<file path="config.mk">
export PLATFORM = sky130hd
export DESIGN_NAME = ifetch
export DESIGN_NICKNAME = d
export VERILOG_FILES = /design/src/rtl/ifetch.sv
export SDC_FILE = /design/constraint.sdc
export NUM_CORES = 1
export LEC_CHECK = 0
export ABC_AREA = 1
export CORE_UTILIZATION = 28
export CTS_CLUSTER_DIAMETER = 40
export DETAILED_ROUTE_END_ITERATION = 10
export PLACE_DENSITY_LB_ADDON = 0.3
export SLEW_MARGIN = 40
export SYNTH_ARGS = -nofsm -noshare
export SYNTH_HDL_FRONTEND = slang
export SYNTH_SLANG_ARGS = --single-unit
</file>
<file path="constraint.sdc">
create_clock -name clk -period 1.6 [get_ports clk]
set_input_delay 0.32 -clock clk [delete_from_list [all_inputs] [get_ports clk]]
set_output_delay 0.32 -clock clk [all_outputs]
set_load 0.1 [all_outputs]
</file>
<file path="src/rtl/ifetch.sv">
// ---------------------------------------------------------------------------
// ifetch -- single-outstanding instruction fetch unit.
//
// Accepts a word-aligned PC from upstream, issues one memory read for it,
// and hands the returned instruction (with its PC) to decode. Misaligned
// PCs and bus errors are reported as one-cycle pulses. A flush abandons
// the current fetch. If a request has already been granted, the response
// is still owed, so the DRAIN state swallows it.
//
// Optional feature (compile-time macro IFETCH_TIMEOUT_EN):
//   When defined, a WAIT-cycle counter raises fetch_err_o after TIMEOUT
//   WAIT cycles without a response, then drains the late response.
//   When undefined, WAIT lasts until the response arrives.
//
// Parameters:
//   DATA_WIDTH  PC / address width
//   INST_WIDTH  instruction width
//   TIMEOUT     WAIT-cycle limit (only with IFETCH_TIMEOUT_EN)
//
// Ports:
//   clk, rst          clock (rising edge), synchronous active-low reset
//   pc_valid_i/pc_i   upstream PC, accepted when pc_ready_o is high
//   pc_ready_o        high only in IDLE, out of reset, with no flush
//   mem_req_o/addr_o  read request, held until mem_gnt_i
//   mem_gnt_i         request accepted
//   mem_rvalid_i      response valid, carrying mem_rdata_i / mem_err_i
//   inst_valid_o      instruction to decode, held until inst_ready_i
//   inst_o/inst_pc_o  instruction and its PC
//   flush_i           discard the current fetch
//   fetch_err_o       one-cycle bus-error (or timeout) pulse
//   misalign_o        one-cycle misaligned-PC pulse
// ---------------------------------------------------------------------------
module ifetch #(
  parameter int DATA_WIDTH = 64,
  parameter int INST_WIDTH = 32,
  parameter int TIMEOUT    = 255
) (
  input  logic                  clk,
  input  logic                  rst,
  input  logic                  pc_valid_i,
  input  logic [DATA_WIDTH-1:0] pc_i,
  output logic                  pc_ready_o,
  output logic                  mem_req_o,
  output logic [DATA_WIDTH-1:0] mem_addr_o,
  input  logic                  mem_gnt_i,
  input  logic                  mem_rvalid_i,
  input  logic [INST_WIDTH-1:0] mem_rdata_i,
  input  logic                  mem_err_i,
  output logic                  inst_valid_o,
  output logic [INST_WIDTH-1:0] inst_o,
  output logic [DATA_WIDTH-1:0] inst_pc_o,
  input  logic                  inst_ready_i,
  input  logic                  flush_i,
  output logic                  fetch_err_o,
  output logic                  misalign_o
);

  typedef enum logic [2:0] {
    IDLE  = 3'd0,
    REQ   = 3'd1,
    WAIT  = 3'd2,
    HOLD  = 3'd3,
    DRAIN = 3'd4
  } state_t;

  state_t                  state_reg, state_next;
  logic [DATA_WIDTH-1:0]   pc_reg, pc_next;
  logic [INST_WIDTH-1:0]   inst_reg, inst_next;
  logic                    fetch_err_reg, fetch_err_next;
  logic                    misalign_reg, misalign_next;
  logic                    timeout_hit;

`ifdef IFETCH_TIMEOUT_EN
  // Counts completed WAIT cycles. It sits at zero outside WAIT, which
  // clears it on every WAIT entry without a dedicated entry condition.
  logic [7:0] wait_cnt_reg, wait_cnt_next;

  always_comb begin
    wait_cnt_next = '0;
    if (state_reg == WAIT) begin
      wait_cnt_next = wait_cnt_reg + 8'd1;
    end
  end

  always_ff @(posedge clk) begin
    if (!rst) begin
      wait_cnt_reg <= '0;
    end else begin
      wait_cnt_reg <= wait_cnt_next;
    end
  end

  // Fires in the TIMEOUT-th WAIT cycle, so the error pulse follows it.
  assign timeout_hit = (state_reg == WAIT) && (wait_cnt_reg == 8'(TIMEOUT - 1));
`else
  logic unused_timeout_cfg;
  assign unused_timeout_cfg = (TIMEOUT == 0);
  assign timeout_hit        = 1'b0;
`endif

  // State and datapath registers.
  always_ff @(posedge clk) begin
    if (!rst) begin
      state_reg     <= IDLE;
      pc_reg        <= '0;
      inst_reg      <= '0;
      fetch_err_reg <= 1'b0;
      misalign_reg  <= 1'b0;
    end else begin
      state_reg     <= state_next;
      pc_reg        <= pc_next;
      inst_reg      <= inst_next;
      fetch_err_reg <= fetch_err_next;
      misalign_reg  <= misalign_next;
    end
  end

  // Next-state and datapath logic.
  always_comb begin
    state_next     = state_reg;
    pc_next        = pc_reg;
    inst_next      = inst_reg;
    fetch_err_next = 1'b0;
    misalign_next  = 1'b0;

    case (state_reg)
      IDLE: begin
        if (pc_valid_i && !flush_i) begin
          if (pc_i[1:0] == 2'b00) begin
            pc_next    = pc_i;
            state_next = REQ;
          end else begin
            misalign_next = 1'b1;
          end
        end
      end

      REQ: begin
        if (flush_i) begin
          // A grant in the flush cycle still owes a response: drain it.
          state_next = mem_gnt_i ? DRAIN : IDLE;
        end else if (mem_gnt_i) begin
          state_next = WAIT;
        end
      end

      WAIT: begin
        if (flush_i) begin
          state_next = mem_rvalid_i ? IDLE : DRAIN;
        end else if (mem_rvalid_i) begin
          if (mem_err_i) begin
            fetch_err_next = 1'b1;
            state_next     = IDLE;
          end else begin
            inst_next  = mem_rdata_i;
            state_next = HOLD;
          end
        end else if (timeout_hit) begin
          fetch_err_next = 1'b1;
          state_next     = DRAIN;
        end
      end

      HOLD: begin
        if (flush_i || inst_ready_i) begin
          state_next = IDLE;
        end
      end

      DRAIN: begin
        if (mem_rvalid_i) begin
          state_next = IDLE;
        end
      end

      default: state_next = IDLE;
    endcase
  end

  // rst is folded in so upstream never sees ready while held in reset.
  assign pc_ready_o   = rst && (state_reg == IDLE) && !flush_i;
  assign mem_req_o    = (state_reg == REQ);
  assign mem_addr_o   = pc_reg;
  assign inst_valid_o = (state_reg == HOLD);
  assign inst_o       = inst_reg;
  assign inst_pc_o    = pc_reg;
  assign fetch_err_o  = fetch_err_reg;
  assign misalign_o   = misalign_reg;

endmodule

</file>
==> summary.md, run 1 <==
| Metric | Value |
|---|---|
| Outcome | complete, but fails checks |
| Failing checks | DRC, setup timing |
| CP endpoint kind | primary output |
| Final ANT Viol Nets | 0 |
| Distinct cells, synth | 22 |
| Hold_buf cts | 0 |
| Longest Clk Path Bufs | 2 |
| Largest net degree at the start of global routing | 63 |
| Max Clock Freq | 613 MHz |
| Number of synthesized flops with an enable pin | 0 |
| Largest area contributor in the netlist | dfxtp_1 |
| Synth warn | 0 |
| Worst Setup Start Kind | flip-flop |
| Hold Fails Final Rpt | 0 |
| Lkg Pwr | 0.00369 uW |
| Post-Syn Area | 4260 um^2 |
| Nets | 870 |
| # diodes | 0 |
| GP Congestion | 0.811 |
| Synth async-reset ratio | 0% |
| Fin area | 9060 um^2 |
| Vias in the first global route | 4226 |
| Final period util | 102% |
| Starting Density | 29.0% |
| Max_slew headroom | 71.3% |
| HP Class | input port to flip-flop |
| Layout area overhead | 113% |
| Die area | 15700 um^2 |
| Total of max-cap violations | 0 |
| R2r setup slk | 0.09 ns |
| Setup violators final | 2 |
| CTS Root Cell | clkbuf_16 |
| Syn Area/Cell | 7.83 um^2 |
| R2r endpoint | inst_pc_o[11] |
| Worst Path Arrival | 1.31 ns |
| Ports | 269 |
| Final WL | 15.0 mm |
| Setup CP Type | flip-flop to primary output |
| Setup WS pre-CTS | -0.274 ns |
| CP required | 1.28 ns |
| #FFs+latches synth | 101 |
| Critical path launch point | state_reg[2] |
| Vias per cell | 4.55 |
| Final clock skew | 0.00593 ns |
| 1st-pass router iterations | 8 |
| Vias | 4340 |
| Cell count after synthesis | 544 |
| RSZ-0062 raised after global routing | true |
| HPWL reported at the end of detailed placement | 10.8 mm |
| DR iter-0 viols | 233 |
| Pwr dens | 1050 nW/um^2 |
| TritonCTS Sinks | 101 |
| Die width | 125 um |
| PortBufs | 268 |
| Total Routing Usage GR | 17.9% |
| Share of layout cells above drive strength 1 | 40.7% |
| CP Max Fanout | 2 |
| List of most frequent post-synthesis cells | 132 x nor2_1, 101 x dfxtp_1, 86 x o21ai_0 |
| Worst r2r path cells | 9 |
| Worst-margin pin slew | 0.431 ns |
| Remaining global-route overflow | 0 |
| Reg2reg start | state_reg[2] |
| Largest register FFs | 64 |
| First-pass GRT wire length | 21.9 mm |
| Post-synthesis sequential area ratio | 47.5% |
| Number of CTS-inserted buffers | 9 |
| Mapped Nets | 648 |
| Die height | 125 um |
| Ranking of synthesized cells by area | dfxtp_1 47%, nor2_1 12%, buf_4 11% |
| Final min period | 1.63 ns |
| Yosys top cell area share | 47.5% |
| Initial antenna violation count | 0 |
| Post-synth top flop | dfxtp_1 |
| TritonCTS clock tree | yes |
| Most common cell in the synthesized netlist | nor2_1 |
| Area after DPL | 8420 um^2 |
| Core box area | 14700 um^2 |
| Worst-path clk slew | 0.07 ns |
| Worst Setup Slack, final | -0.0309 ns |
| Wire per inst | 15.7 um |
| Clock Latency Late Sink | 0.34 ns |
| # rows | 44 |
| Peak supply drop | 0.527 mV |
| End point of the critical path | pc_ready_o |
| DRC viols | 20 |
| Fin Setup TNS | -0.0508 ns |
| H-Tree Depth | 3 |
| Max-slew violations | 0 |
worst min path at each step:
stage                             end  slack [ns]  cells past startpoint  startpoint
after CTS                  misalign_o        0.38                      4         rst
after global placement      inst_o[4]        0.47                      2   inst_o[4]
final                       inst_o[1]        0.47                      4         rst
after floorplan           fetch_err_o        0.40                      1     flush_i
after detailed placement   inst_o[12]        0.47                      2  inst_o[12]
after global routing        inst_o[2]        0.47                      4         rst
kinds of logic (layout without fill, tap and decap cells):
family                 Yosys count  in the layout  synth area share [%]
AND/OR/NAND/NOR                173            173                  16.9
buffers and inverters          141            366                  20.4
AO/OA/AOI/OAI                  129            129                  15.2
flip-flops                     101            101                  47.5
cell type report:
| type | instances | area (um^2) |
|---|---|---|
| Fill cell | 1142 | 5640 |
| Timing Repair Buffer | 304 | 4780 |
| Sequential cell | 101 | 2110 |
| Multi-Input combinational cell | 302 | 1420 |
| Clock buffer | 10 | 239 |
| Tap cell | 184 | 230 |
| Inverter | 46 | 201 |
| Clock inverter | 4 | 50.0 |
| Timing Repair inverter | 2 | 27.5 |
placed cells by master, fill, tap and decap left out, types with 2 or more instances in the layout:
cell / n
nor2_4: 5
nand2_1: 15
nor2_2: 13
inv_1: 43
nand3_1: 7
a21oi_1: 32
o21ai_2: 3
dfxtp_1: 34
buf_4: 22
o21ai_0: 84
clkinvlp_4: 2
dfxtp_2: 66
clkbuf_16: 14
nor2_1: 125
o21ai_1: 9
nand2_4: 2
nor3_1: 2
buf_12: 171
buf_6: 2
clkdlybuf4s50_1: 101
nand4_1: 2
worst max-delay path: stages, from the launching register on:
cell and delay [ns]:
dfxtp_4 0.35, nor2_4 0.14, nand2_4 0.07, inv_4 0.06
nand2_4 0.05, nor2_4 0.10, buf_12 0.18
routing by layer:
| metal | share of wire, % | GRT usage [%] | vias up |
|---|---|---|---|
| met2 | 52 | 32.1 | 211 |
| met3 | 8.2 | 4.84 | 18 |
| li1 | - | - | 2092 |
| met1 | 38 | 20.0 | 2019 |
| met4 | 1.7 | 7.17 | 0 |
| met5 | 0 | 0 | - |
power breakdown:
part / switching, uW / internal (uW)
Clock: 910 / 1230
Combinational: 2700 / 1650
Sequential: 273 / 2720
Total: 3880 / 5610
through the flow:
step	power [uW]	instances	util, %	hold WS, ns
2_1_floorplan	5550	544	-	0.398
3_3_place_gp	7040	920	57.3	0.468
3_5_place_dp	7100	920	57.3	0.474
4_1_cts	9400	939	59.6	0.383
5_1_grt	9840	953	61.6	0.469
6_report	9490	953	61.6	0.469
repair_timing:
action                     CTS  global route
setup endpoints to repair    3            45
resized for setup            6            26
pin swaps                    2             9
gates cloned                 0             7
buffers inserted             5             8
(Power assumes the default switching activity.)
==> run 2: changes to the inputs <==
--- a/config.mk
+++ b/config.mk
@@ -6,6 +6,7 @@
 export NUM_CORES = 1
 export LEC_CHECK = 0
 export ABC_AREA = 1
+export CORE_ASPECT_RATIO = 1.75
 export CORE_UTILIZATION = 28
 export CTS_CLUSTER_DIAMETER = 40
 export DETAILED_ROUTE_END_ITERATION = 10
==> constraint.sdc (replaced) <==
create_clock -name clk -period 1.81 [get_ports clk]
set_input_delay 0.362 -clock clk [delete_from_list [all_inputs] [get_ports clk]]
set_output_delay 0.362 -clock clk [all_outputs]
set_load 0.1 [all_outputs]
==> summary.md, run 2 (synthesis results as in run 1) <==
| Metric | Value |
|---|---|
| Outcome | complete, no violations |
| Total of max-cap violations | 0 (unchanged) |
| Hold_buf cts | 0 (unchanged) |
| Remaining global-route overflow | 0 (unchanged) |
| RSZ-0062 raised after global routing | false |
| Worst Path Arrival | 1.37 ns (+0.06 ns) |
| Fill cells | 1209 (+5.9%) |
| Number of CTS-inserted buffers | 9 (unchanged) |
| Highest-count cells in the layout ignoring fill and taps | 168 x buf_12, 130 x nor2_1, 102 x clkdlybuf4s50_1 |
| Final ANT Viol Nets | 0 (unchanged) |
| Fin area | 8590 um^2 (-5.2%) |
| TritonCTS clock tree | yes |
| R2r setup slk | 0.34 ns (+0.25 ns) |
| Setup CP Type | flip-flop to primary output |
| DR iter-0 viols | 91 (-61%) |
| Largest register FFs | 64 (unchanged) |
| Hold Fails Final Rpt | 0 (unchanged) |
| Final min period | 1.74 ns |
| Longest Clk Path Bufs | 2 (unchanged) |
| HP Class | input port to flip-flop |
| CP Max Fanout | 6 (+4) |
| Worst Setup Start Kind | flip-flop |
| Final WL | 14.0 mm (-6.8%) |
| Setup violators final | 0 (-2) |
| # rows | 59 (+34%) |
| CP endpoint kind | primary output |
| Vias per cell | 4.44 (-2.5%) |
| Max-slew violations | 0 (unchanged) |
| Core box area | 14800 um^2 (+0.94%) |
| HPWL reported at the end of detailed placement | 10.7 mm (-1.1%) |
| Worst-path clk slew | 0.07 ns (about the same) |
| Power Total | 8300 uW (-13%) |
| Wire per inst | 15.1 um (-4.0%) |
| Most common cell after layout, fill and taps aside | buf_12 |
| Die area | 15700 um^2 (+0.13%) |
| Starting Density | 28.7% (-0.27 points) |
| Peak supply drop | 0.559 mV (+6.0%) |
| Pwr dens | 966 nW/um^2 (-7.8%) |
| CP required | 1.45 ns (+0.17 ns) |
| # diodes | 0 (unchanged) |
| Nets | 841 (-3.3%) |
| Max Clock Freq | 576 MHz |
| Area after DPL | 8240 um^2 (-2.1%) |
| Post-Layout Cell Count | 925 (-2.9%) |
| Max_slew headroom | 74.0% (+2.8 points) |
| Layout Utilization | 57.9% (-3.7 points) |
| Ports | 269 (unchanged) |
| Vias | 4109 (-5.3%) |
| TritonCTS Sinks | 101 (unchanged) |
| Area taken by flip-flops and latches | 2030 um^2 (-3.9%) |
| Final clock skew | 0.00567 ns (-0.000258 ns) |
| Total Routing Usage GR | 17.6% (-0.32 points) |
| Multi-input logic area | 1390 um^2 (-2.4%) |
| H-Tree Depth | 3 (unchanged) |
| Lkg Pwr | 0.00348 uW (-5.7%) |
| Initial antenna violation count | 0 (unchanged) |
| First-pass GRT wire length | 21.4 mm (-2.5%) |
| Worst-margin pin slew | 0.389 ns (-0.0416 ns) |
| Vias in the first global route | 4235 (+0.21%) |
| Final period util | 95.9% |
| CTS Root Cell | clkbuf_16 |
| Cell count after placement | 908 (-1.3%) |
| Die height | 165 um (+32%) |
| 1st-pass router iterations | 4 (-4) |
| DRC viols | 0 (-100%) |
| Largest net degree at the start of global routing | 101 (+60%) |
| Layout area overhead | 102% |
| Die width | 95.2 um (-24%) |
| PortBufs | 268 (unchanged) |
| GP Congestion | 0.815 (+0.56%) |
| Clock Latency Late Sink | 0.34 ns (about the same) |
| Share of layout cells above drive strength 1 | 28.6% (-12 points) |
## run 2: final cells by class
| type | count | area share, % |
|---|---|---|
| repair buffers | 277 | 51.6 |
| flip-flops and latches | 101 | 23.6 |
| multi-input cells | 302 | 16.2 |
| well taps | 183 | 2.67 |
| clock buffers | 9 | 2.62 |
| inverters | 46 | 2.10 |
| clock inverters | 7 | 1.21 |
## run 2: per-stage QoR
| step | hold slack [ns] | setup WS [ns] | TNS (ns) |
|---|---|---|---|
| 6_report | 0.347 | 0.0738 | 0 |
| 5_1_grt | 0.359 | 0.00310 | 0 |
| 4_1_cts | 0.382 | 0.0341 | 0 |
| 3_5_place_dp | 0.472 | -0.147 | -6.65 |
| 3_3_place_gp | 0.468 | -0.0510 | -1.07 |
| 2_1_floorplan | 0.440 | 0.0744 | 0 |
## run 2: where the power goes
part,internal [uW],switching (uW),leakage [uW],total (uW)
Sequential,2380,249,0.000819,2630
Clock,1230,856,0.000155,2090
Combinational,1280,2300,0.00250,3580
## run 2: path summary, 6_finish.rpt
check / endpoint / from / cells past startpoint
worst max-delay path: pc_ready_o / state_reg[0] / 6
worst min-delay path: misalign_o / rst / 3
worst max register to register: inst_pc_o[46] / state_reg[0] / 6
worst min register to register: inst_o[17] / inst_o[17] / 2
## run 2: layer usage
layer	wire length, um	share of wire, %	global-route usage [%]
met5	0	0	0
met4	340	2.4	6.61
met3	904	6.5	4.17
met2	8190	59	35.2
met1	4530	32	16.4
## run 2: what timing repair did
action | in CTS | in global routing
pin swaps | 1 | 1
gates resized for setup | 1 | 5
endpoints found under the setup margin | 1 | 1
setup buffers | 1 | 0
cloned | 0 | 0
## run 2: worst max-delay path: stages, from the launching register on
cell and delay [ns]:
dfxtp_4 0.37, nor2_4 0.15, nand2_4 0.08, inv_2 0.06, nand2_2 0.06, nor2_4 0.12
buf_12 0.18
